[config.mk]
export PLATFORM = sky130hd
export DESIGN_NAME = alu32_mod_unit
export DESIGN_NICKNAME = d
export VERILOG_FILES = /design/src/rtl/alu32_pkg.sv /design/src/rtl/alu32_mod_step.sv /design/src/rtl/alu32_mod_unit.sv
export SDC_FILE = /design/constraint.sdc
export NUM_CORES = 1
export LEC_CHECK = 0
export ABC_CLOCK_PERIOD_IN_PS = 3600
export CORE_MARGIN = 8
export CORE_UTILIZATION = 55
export CTS_BUF_LIST = sky130_fd_sc_hd__clkbuf_4 sky130_fd_sc_hd__clkbuf_8
export DETAILED_ROUTE_END_ITERATION = 7
export PLACE_DENSITY_LB_ADDON = 0.15
export SLEW_MARGIN = 25
export SYNTH_ARGS = -nofsm -noshare
export SYNTH_HDL_FRONTEND = slang
export SYNTH_SLANG_ARGS = --single-unit
[constraint.sdc]
create_clock -name clk -period 3.6 [get_ports clk]
set_input_delay 1.08 -clock clk [delete_from_list [all_inputs] [get_ports clk]]
set_output_delay 1.08 -clock clk [all_outputs]
set_load 0.05 [all_outputs]
[src/rtl/alu32_pkg.sv]
// Shared ALU definitions: operation select codes, modulus FSM state encoding
// and the iteration-counter sizing helper used by the multi-cycle MOD engine.
package alu32_pkg;

    typedef enum logic [2:0] {
        ALU_AND = 3'b000,
        ALU_OR  = 3'b001,
        ALU_XOR = 3'b010,
        ALU_ADD = 3'b011,
        ALU_SUB = 3'b100,
        ALU_SLT = 3'b101,
        ALU_SHL = 3'b110,
        ALU_MOD = 3'b111
    } alu_sel_e;

    typedef enum logic [1:0] {
        IDLE = 2'd0,
        CALC = 2'd1,
        DONE = 2'd2
    } mod_state_e;

    localparam int MOD_DEF_WIDTH = 32;

    // One spare bit so the counter can also represent WIDTH itself.
    function automatic int mod_cnt_width(input int width);
        return $clog2(width) + 1;
    endfunction

    localparam int MOD_CNT_W = mod_cnt_width(MOD_DEF_WIDTH);

endpackage

[src/rtl/alu32_mod_step.sv]
// One restoring-division step: shift the next dividend bit into the partial
// remainder and subtract the divisor when it fits.
module alu32_mod_step
    import alu32_pkg::*;
#(
    parameter int WIDTH = MOD_DEF_WIDTH
) (
    input  logic [WIDTH:0]   rem,
    input  logic             dvd_msb,
    input  logic [WIDTH-1:0] dvs,
    output logic [WIDTH:0]   next_rem
);

    logic [WIDTH:0] trial;
    logic [WIDTH:0] dvs_ext;
    logic           rem_top_unused;

    // The partial remainder is always below the divisor, so its top bit is zero.
    assign rem_top_unused = rem[WIDTH];
    assign trial          = {rem[WIDTH-1:0], dvd_msb};
    assign dvs_ext        = {1'b0, dvs};

    always_comb begin
        // NOTE: assign a default first so every path drives next_rem and no latch is inferred.
        next_rem = trial;
        if (trial >= dvs_ext) begin
            next_rem = trial - dvs_ext;
        end
    end

endmodule

[src/rtl/alu32_mod_unit.sv]
// Multi-cycle unsigned modulus engine (ALU op MOD): res = a mod b by restoring
// division, one bit per clock, behind a four-phase start/done handshake.
module alu32_mod_unit
    import alu32_pkg::*;
#(
    parameter int WIDTH = MOD_DEF_WIDTH
) (
    input  logic             clk,
    input  logic             reset,
    input  logic             start,
    input  logic [WIDTH-1:0] a,
    input  logic [WIDTH-1:0] b,
    output logic             done,
    output logic             busy,
    output logic [WIDTH-1:0] res
);

    localparam int                CNT_W    = mod_cnt_width(WIDTH);
    localparam logic [CNT_W-1:0] CNT_LAST = CNT_W'(WIDTH - 1);

    mod_state_e       state_q;
    mod_state_e       state_d;
    logic [CNT_W-1:0] cnt_q;
    logic [WIDTH-1:0] dvd_q;
    logic [WIDTH-1:0] dvs_q;
    logic [WIDTH:0]   rem_q;
    logic [WIDTH:0]   next_rem;
    logic [WIDTH-1:0] res_q;

    alu32_mod_step #(
        .WIDTH (WIDTH)
    ) u_step (
        .rem      (rem_q),
        .dvd_msb  (dvd_q[WIDTH-1]),
        .dvs      (dvs_q),
        .next_rem (next_rem)
    );

    always_comb begin
        state_d = state_q;
        case (state_q)
            IDLE: begin
                if (start) begin
                    state_d = (b == '0) ? DONE : CALC;
                end
            end
            CALC: begin
                if (cnt_q == CNT_LAST) begin
                    state_d = DONE;
                end
            end
            DONE: begin
                if (!start) begin
                    state_d = IDLE;
                end
            end
            default: state_d = IDLE;
        endcase
    end

    always_ff @(posedge clk or negedge reset) begin
        if (!reset) begin
            // NOTE: state registers use non-blocking assignments so every flop samples pre-edge values.
            state_q <= IDLE;
        end else begin
            state_q <= state_d;
        end
    end

    always_ff @(posedge clk or negedge reset) begin
        if (!reset) begin
            cnt_q <= '0;
            dvd_q <= '0;
            dvs_q <= '0;
            rem_q <= '0;
            res_q <= '0;
        end else begin
            case (state_q)
                IDLE: begin
                    if (start) begin
                        dvd_q <= a;
                        dvs_q <= b;
                        rem_q <= '0;
                        cnt_q <= '0;
                        // Division by zero short-circuits with the dividend as result.
                        if (b == '0) begin
                            res_q <= a;
                        end
                    end
                end
                CALC: begin
                    dvd_q <= dvd_q << 1;
                    rem_q <= next_rem;
                    cnt_q <= cnt_q + 1'b1;
                    if (cnt_q == CNT_LAST) begin
                        res_q <= next_rem[WIDTH-1:0];
                    end
                end
                default: ;
            endcase
        end
    end

    assign done = (state_q == DONE);
    assign busy = (state_q == CALC);
    assign res  = res_q;

endmodule

==> summary.md, run 1 <==
| Metric | Value |
|---|---|
| Mapped cell area | `7620 um^2` |
| Main synth FF type | `dfrtp_1` |
| Cell breakdown of the critical path | `inv_1 -> ha_1 -> inv_1 -> fa_1 -> a21o_1 -> a221oi_2 -> nor3_1 -> nor4b_1 -> buf_4 -> or3_1 -> a21oi_1 -> xor2_1 -> mux2i_1 -> o21ai_0` |
| Yosys reg bits | `136` |
| H-tree levels | `4` |
| Port bufs | `100` |
| F_max | `0.291 GHz` |
| Initial Utilization | `55.5%` |
| Die Y | `134 um` |
| Final-report max-slew violation count | `0` |
| Clock latency on the worst-skew pair | `0.45 ns` |
| WL/cell | `19.5 um` |
| Synth Instances | `874` |
| Fin Setup TNS | `0 ns` |
| Core Region | `13700 um^2` |
| CP dominant cell by count | `inv_1` |
| Setup CP Type | `reg2reg` |
| Congestion Overflow GR | `0` |
| Cts bufs inserted | `17` |
| Final min period | `3.43 ns` |
| Crit end category | `flip-flop` |
| CP Launch Type | `flip-flop` |
| # IOs | `101` |
| CP max stage cell | `nor4b_1` |
| Max-Cap Viols | `0` |
| Ys Warns | `0` |
| CTS tree | `yes` |
| CTS Hold Buffers Added | `0` |
| WL final | `22.5 mm` |
| Crit-path max FO | `3` |
| DRC viols | `0` |
| Pin count of the biggest net entering global routing | `87` |
| Worst-Margin Slew | `0.805 ns` |
| Netlist cell types | `54` |
| Most frequent cells in the layout | `163 x nand2_1, 136 x dfrtp_1, 98 x clkdlybuf4s50_1, 96 x o21ai_0, 49 x nand3_1` |
| Vias post-DR | `6942` |
| Commonest non-fill, non-tap cell in the layout | `nand2_1` |
| Crit share post-route | `95.4%` |
| Die ar. | `17900 um^2` |
| Post-synth EDFFs | `0` |
| Synth Area per Inst | `8.72 um^2` |
| First-pass DRT Iterations | `5` |
| Slowest cell delay on critical path | `0.49 ns` |
| Vias in the first global route | `7083` |
| Final #Nets | `1064` |
| Post-DP HPWL | `16.7 mm` |
| Final setup violating endpoints | `0` |
| GP Congestion | `0.965` |
| Initial DRC Count | `617` |
| Register area share after synthesis | `44.7%` |
| Async S/R FF share, synth | `100%` |
| Syn nets | `975` |
| Horiz. Die Dim | `134 um` |
| Root buffer cell | `clkbuf_8` |
| Post-CTS setup buffers | `0` |
| Clock sinks | `136` |
| RSZ-0062 raised after global routing | `false` |
| Layout cells sized above 1 | `6.97%` |
| Worst Path Required | `3.89 ns` |
| Outcome | `complete, no violations` |
| Rel. slew slack | `46.3%` |
| Hold Crit Class | `reg2reg` |
| Final ANT Viol Nets | `0` |
| Clock transition at path regs | `0.08 ns` |
| Final Hold Violating Endpoints | `0` |
| Antenna violations before repair | `0` |
| # diodes | `0` |
| GRT Total Usage | `25.6%` |
| Max clock buf depth | `2` |
| Layout area overhead | `21.4%` |
| Crit path DAT | `3.73 ns` |
| Final Skew | `0.0116 ns` |
| Via density | `6.01` |
| # rows | `43` |
| First-pass GRT wire length | `36.5 mm` |
| Post-CTS resize count | `0` |
[registers in the layout, indices dropped and copies added, names as in the netlist]
name     flops
cnt_q        6
dvd_q       32
dvs_q       32
rem_q       32
res         32
state_q      2
[kinds of logic (layout without fill, tap and decap cells)]
group           after synthesis  after routing  synth area share (%)
compound gates              261            261                  21.0
fa+ha+maj                    34             34                  5.68
xor+xnor                     29             29                  3.33
buf+inv                      92            194                  4.88
flops                       136            136                  44.7
simple gates                301            301                  17.7
mux                          21             21                  2.76
[path summary, 6_finish.rpt]
check / from / endpoint / slack, ns / cells after the start
min in group asynchronous: reset / dvs_q[6] / 0.66 / 1
worst max register to register: dvd_q[31] / rem_q[30] / 0.17 / 14
worst max-delay path: dvd_q[31] / rem_q[30] / 0.17 / 14
max in group asynchronous: reset / dvs_q[22] / 2.10 / 2
worst min register to register: dvd_q[22] / dvd_q[22] / 0.48 / 2
worst min-delay path: dvd_q[22] / dvd_q[22] / 0.48 / 2
[final cells by class]
cell class                      count  area (um^2)
Tap cell                          180          225
Sequential cell                   136         3400
Clock buffer                       19          255
Inverter                           40          150
Timing Repair Buffer              122         1210
Clock inverter                     13          144
Fill cell                        1113         4470
Multi-Input combinational cell    646         3860
[worst max-delay path: cells and delay by family, from the launching register on]
family | cells | cell delay [ns]
AND/OR/NAND/NOR | 3 | 0.75
adder cells (fa/ha/maj) | 2 | 0.58
XOR/XNOR | 1 | 0.14
multiplexers | 1 | 0.32
buffers and inverters | 3 | 0.36
flip-flops | 1 | 0.38
AO/OA/AOI/OAI | 4 | 0.74
[routing by layer]
layer / GRT usage, % / wire length (um) / share of wire (%)
met1: 30.5 / 9200 / 41
met2: 43.4 / 11300 / 50
met3: 5.80 / 1260 / 5.6
met4: 11.0 / 760 / 3.4
met5: 0 / 0 / 0
[synthesized netlist by cell type, types with 2 or more instances]
master | number | area [um^2]
a211oi_1 | 7 | 52.6
a211o_1 | 2 | 17.5
ha_1 | 33 | 413
nor4b_1 | 2 | 17.5
xnor2_1 | 16 | 140
nand2_1 | 163 | 612
o31ai_1 | 9 | 67.6
nor4_1 | 10 | 62.6
nor2_1 | 29 | 109
buf_4 | 2 | 15.0
and2_1 | 3 | 18.8
clkbuf_1 | 38 | 143
nor2b_1 | 4 | 25.0
o21a_1 | 4 | 30.0
o21ai_0 | 97 | 485
o211ai_1 | 15 | 113
buf_2 | 8 | 40.0
xor2_1 | 13 | 114
or2_2 | 3 | 18.8
o22ai_1 | 8 | 50.1
a31oi_1 | 3 | 18.8
mux2i_1 | 21 | 210
nor3_1 | 8 | 40.0
inv_1 | 40 | 150
o21bai_1 | 6 | 45.0
o21ai_1 | 5 | 25.0
o31a_1 | 2 | 17.5
buf_1 | 2 | 7.51
a21o_1 | 14 | 105
a21oi_1 | 46 | 230
nand3_1 | 50 | 250
nand4_1 | 9 | 56.3
a22oi_1 | 31 | 233
o41ai_1 | 3 | 26.3
dfrtp_1 | 136 | 3400
nand2b_1 | 6 | 37.5
or3_1 | 4 | 25.0
and3_1 | 6 | 37.5
[through the flow]
| stage | area [um^2] | std cells | hold WS (ns) | util (%) | setup slack (ns) |
|---|---|---|---|---|---|
| after global placement | 8850 | 1124 | 0.457 | 64.5 | 0.289 |
| after CTS | 9250 | 1156 | 0.487 | 67.4 | 0.201 |
| final | 9250 | 1156 | 0.483 | 67.4 | 0.167 |
| after detailed placement | 8850 | 1124 | 0.463 | 64.5 | 0.251 |
| after floorplan | 7620 | 874 | 0.446 | - | 0.642 |
| after global routing | 9250 | 1156 | 0.510 | 67.4 | 0.0585 |
Power of run 1 is not shown: default switching activity piles up to over one toggle a cycle in this logic, so the estimate is an artifact.
==> inputs of run 2 (changes only) <==
--- a/config.mk
+++ b/config.mk
@@ -10,7 +10,7 @@
 export CORE_UTILIZATION = 55
 export CTS_BUF_LIST = sky130_fd_sc_hd__clkbuf_4 sky130_fd_sc_hd__clkbuf_8
 export DETAILED_ROUTE_END_ITERATION = 7
-export PLACE_DENSITY_LB_ADDON = 0.15
+export PLACE_DENSITY_LB_ADDON = 0.25
 export SLEW_MARGIN = 25
 export SYNTH_ARGS = -nofsm -noshare
 export SYNTH_HDL_FRONTEND = slang
==> run 2 against run 1 <==
Against the previous run: hold slack worse by 0.0035 ns; final cell count down 0.35%; critical path depth down 1; register-to-register slack better by 0.06 ns; sequential share of layout area down 0.30 points; critical path type unchanged; count of clock-buffer cells in the layout up 2; first-iteration DRC count down 15%; non-clock buffer count down 4; setup slack better by 0.062 ns.
==> summary.md, run 2 (synthesis gave the netlist of run 1 again) <==
| Metric | Value |
|---|---|
| Final #Nets | `1060` |
| Hold EP | `cnt_q[5]` |
| R2r setup slk | `0.23 ns` |
| Crit share post-route | `93.6%` |
| Vias post-DR | `6772` |
| Root buffer cell | `clkbuf_8` |
| Layout area overhead | `22.4%` |
| # IOs | `101` |
| Clock latency on the worst-skew pair | `0.45 ns` |
| WL final | `20.6 mm` |
| Worst Path Required | `3.91 ns` |
| Port bufs | `100` |
| Post-CTS resize count | `0` |
| Commonest non-fill, non-tap cell in the layout | `nand2_1` |
| Crit path DAT | `3.69 ns` |
| RR Endpoint | `res[24]` |
| Clock sinks | `136` |
| CP Launch Type | `flip-flop` |
| CP max stage cell | `fa_1` |
| Clock transition at path regs | `0.08 ns` |
| Cts bufs inserted | `17` |
| Design Area, Final | `9330 um^2` |
| # diodes | `0` |
| Cell breakdown of the critical path | `inv_1 -> ha_1 -> inv_1 -> fa_1 -> a21o_1 -> a221oi_2 -> o21ai_1 -> a211o_1 -> a211oi_1 -> o21ai_1 -> xor2_1 -> mux2i_1 -> a21oi_1` |
| CTS tree | `yes` |
| Worst-Margin Slew | `0.802 ns` |
| Dpl cell area | `8840 um^2` |
| Crit-path max FO | `3` |
| Fin Hold WS | `0.480 ns` |
| Family with the most delay on the worst path | `compound AO/OA/AOI/OAI gates` |
| R2R Path Start | `dvd_q[31]` |
| Crit end category | `flip-flop` |
| R2R cell count | `13` |
| Setup ws final | `0.229 ns` |
| DP Worst Slack | `-0.0604 ns` |
| First-pass GRT wire length | `33.8 mm` |
| Final ANT Viol Nets | `0` |
| Die ar. | `17900 um^2` |
| Max-Cap Viols | `0` |
| Critical path buffers and inverters | `2` |
| H-tree levels | `4` |
| Rel. slew slack | `46.6%` |
| Final Hold Violating Endpoints | `0` |
| Outcome | `complete, no violations` |
| # rows | `43` |
| Layout cells sized above 1 | `6.58%` |
| Slowest cell delay on critical path | `0.41 ns` |
| Vias in the first global route | `6699` |
| Max clock buf depth | `2` |
| Setup CP Type | `reg2reg` |
| RSZ-0062 raised after global routing | `false` |
| Via density | `5.88` |
| Final min period | `3.37 ns` |
| Post-CTS setup buffers | `0` |
| F_max | `0.297 GHz` |
| Initial DRC Count | `525` |
| GRT Total Usage | `23.5%` |
| Antenna violations before repair | `0` |
| DRC viols | `0` |
| WL/cell | `17.9 um` |
| Core Region | `13700 um^2` |
| Most frequent cells in the layout | `163 x nand2_1, 136 x dfrtp_1, 98 x clkdlybuf4s50_1, 96 x o21ai_0, 49 x nand3_1` |
| Congestion Overflow GR | `0` |
| Pin count of the biggest net entering global routing | `87` |
| Fin util | `68.0%` |
| HP Start | `cnt_q[5]` |
| Cell depth of the worst hold path | `1` |
| Initial Utilization | `55.5%` |
| Layout fillers | `1126` |
| First-pass DRT Iterations | `6` |
| Final setup violating endpoints | `0` |
| Final Skew | `0.0106 ns` |
| Hold Crit Class | `reg2reg` |
| Die Y | `134 um` |
| CTS Hold Buffers Added | `0` |
| Post-DP HPWL | `15.1 mm` |
| Horiz. Die Dim | `134 um` |
| Final-report max-slew violation count | `0` |
| GP Congestion | `0.928` |
run 2: cell count changes in the layout (fill, tap and decap cells not counted), moves of 2 or more:
| cell | delta |
|---|---|
| buf_4 | -6 |
| clkinvlp_4 | -2 |
| bufinv_16 | +4 |
| inv_6 | -2 |
| clkbuf_4 | +2 |
| clkinv_2 | -2 |
run 2: per-stage QoR:
| stage | cells | TNS, ns |
|---|---|---|
| floorplan | 874 | 0 |
| global placement | 1120 | -0.0610 |
| detailed placement | 1120 | -0.542 |
| CTS | 1152 | 0 |
| global route | 1152 | 0 |
| finish | 1152 | 0 |
run 2: layer usage:
metal | part of all wire (%) | vias to the layer above | global-route usage (%)
met2 | 49 | 211 | 38.3
li1 | - | 3288 | -
met3 | 5.6 | 28 | 5.16
met4 | 1.7 | 0 | 7.74
met5 | 0 | - | 0
met1 | 43 | 3245 | 30.3
run 2: area by class of cell:
type | count | area (um^2) | area share, %
Timing Repair Buffer | 118 | 1200 | 12.8
Clock inverter | 11 | 219 | 2.35
Clock buffer | 21 | 270 | 2.90
Sequential cell | 136 | 3400 | 36.5
Inverter | 40 | 150 | 1.61
Multi-Input combinational cell | 646 | 3860 | 41.4
Tap cell | 180 | 225 | 2.41
run 2: how the worst max path moves through the flow:
stage / slack, ns / start / cells past startpoint / to
2_1_floorplan: 0.64 / dvd_q[31] / 13 / res[20]
3_3_place_gp: -0.03 / b[29] / 8 / res[31]
3_5_place_dp: -0.06 / b[29] / 8 / res[15]
4_1_cts: 0.30 / dvd_q[31] / 13 / res[24]
5_1_grt: 0.06 / dvd_q[31] / 13 / res[24]
6_report: 0.23 / dvd_q[31] / 13 / res[24]
run 2: worst register-to-register path, stage by stage (launching register included):
cell	delay, ns
dfrtp_1	0.38
inv_1	0.08
ha_1	0.16
inv_1	0.05
fa_1	0.41
a21o_1	0.21
a221oi_2	0.32
o21ai_1	0.16
a211o_1	0.37
a211oi_1	0.29
o21ai_1	0.15
xor2_1	0.16
mux2i_1	0.36
a21oi_1	0.12
Power of run 2 is left out for the same reason.
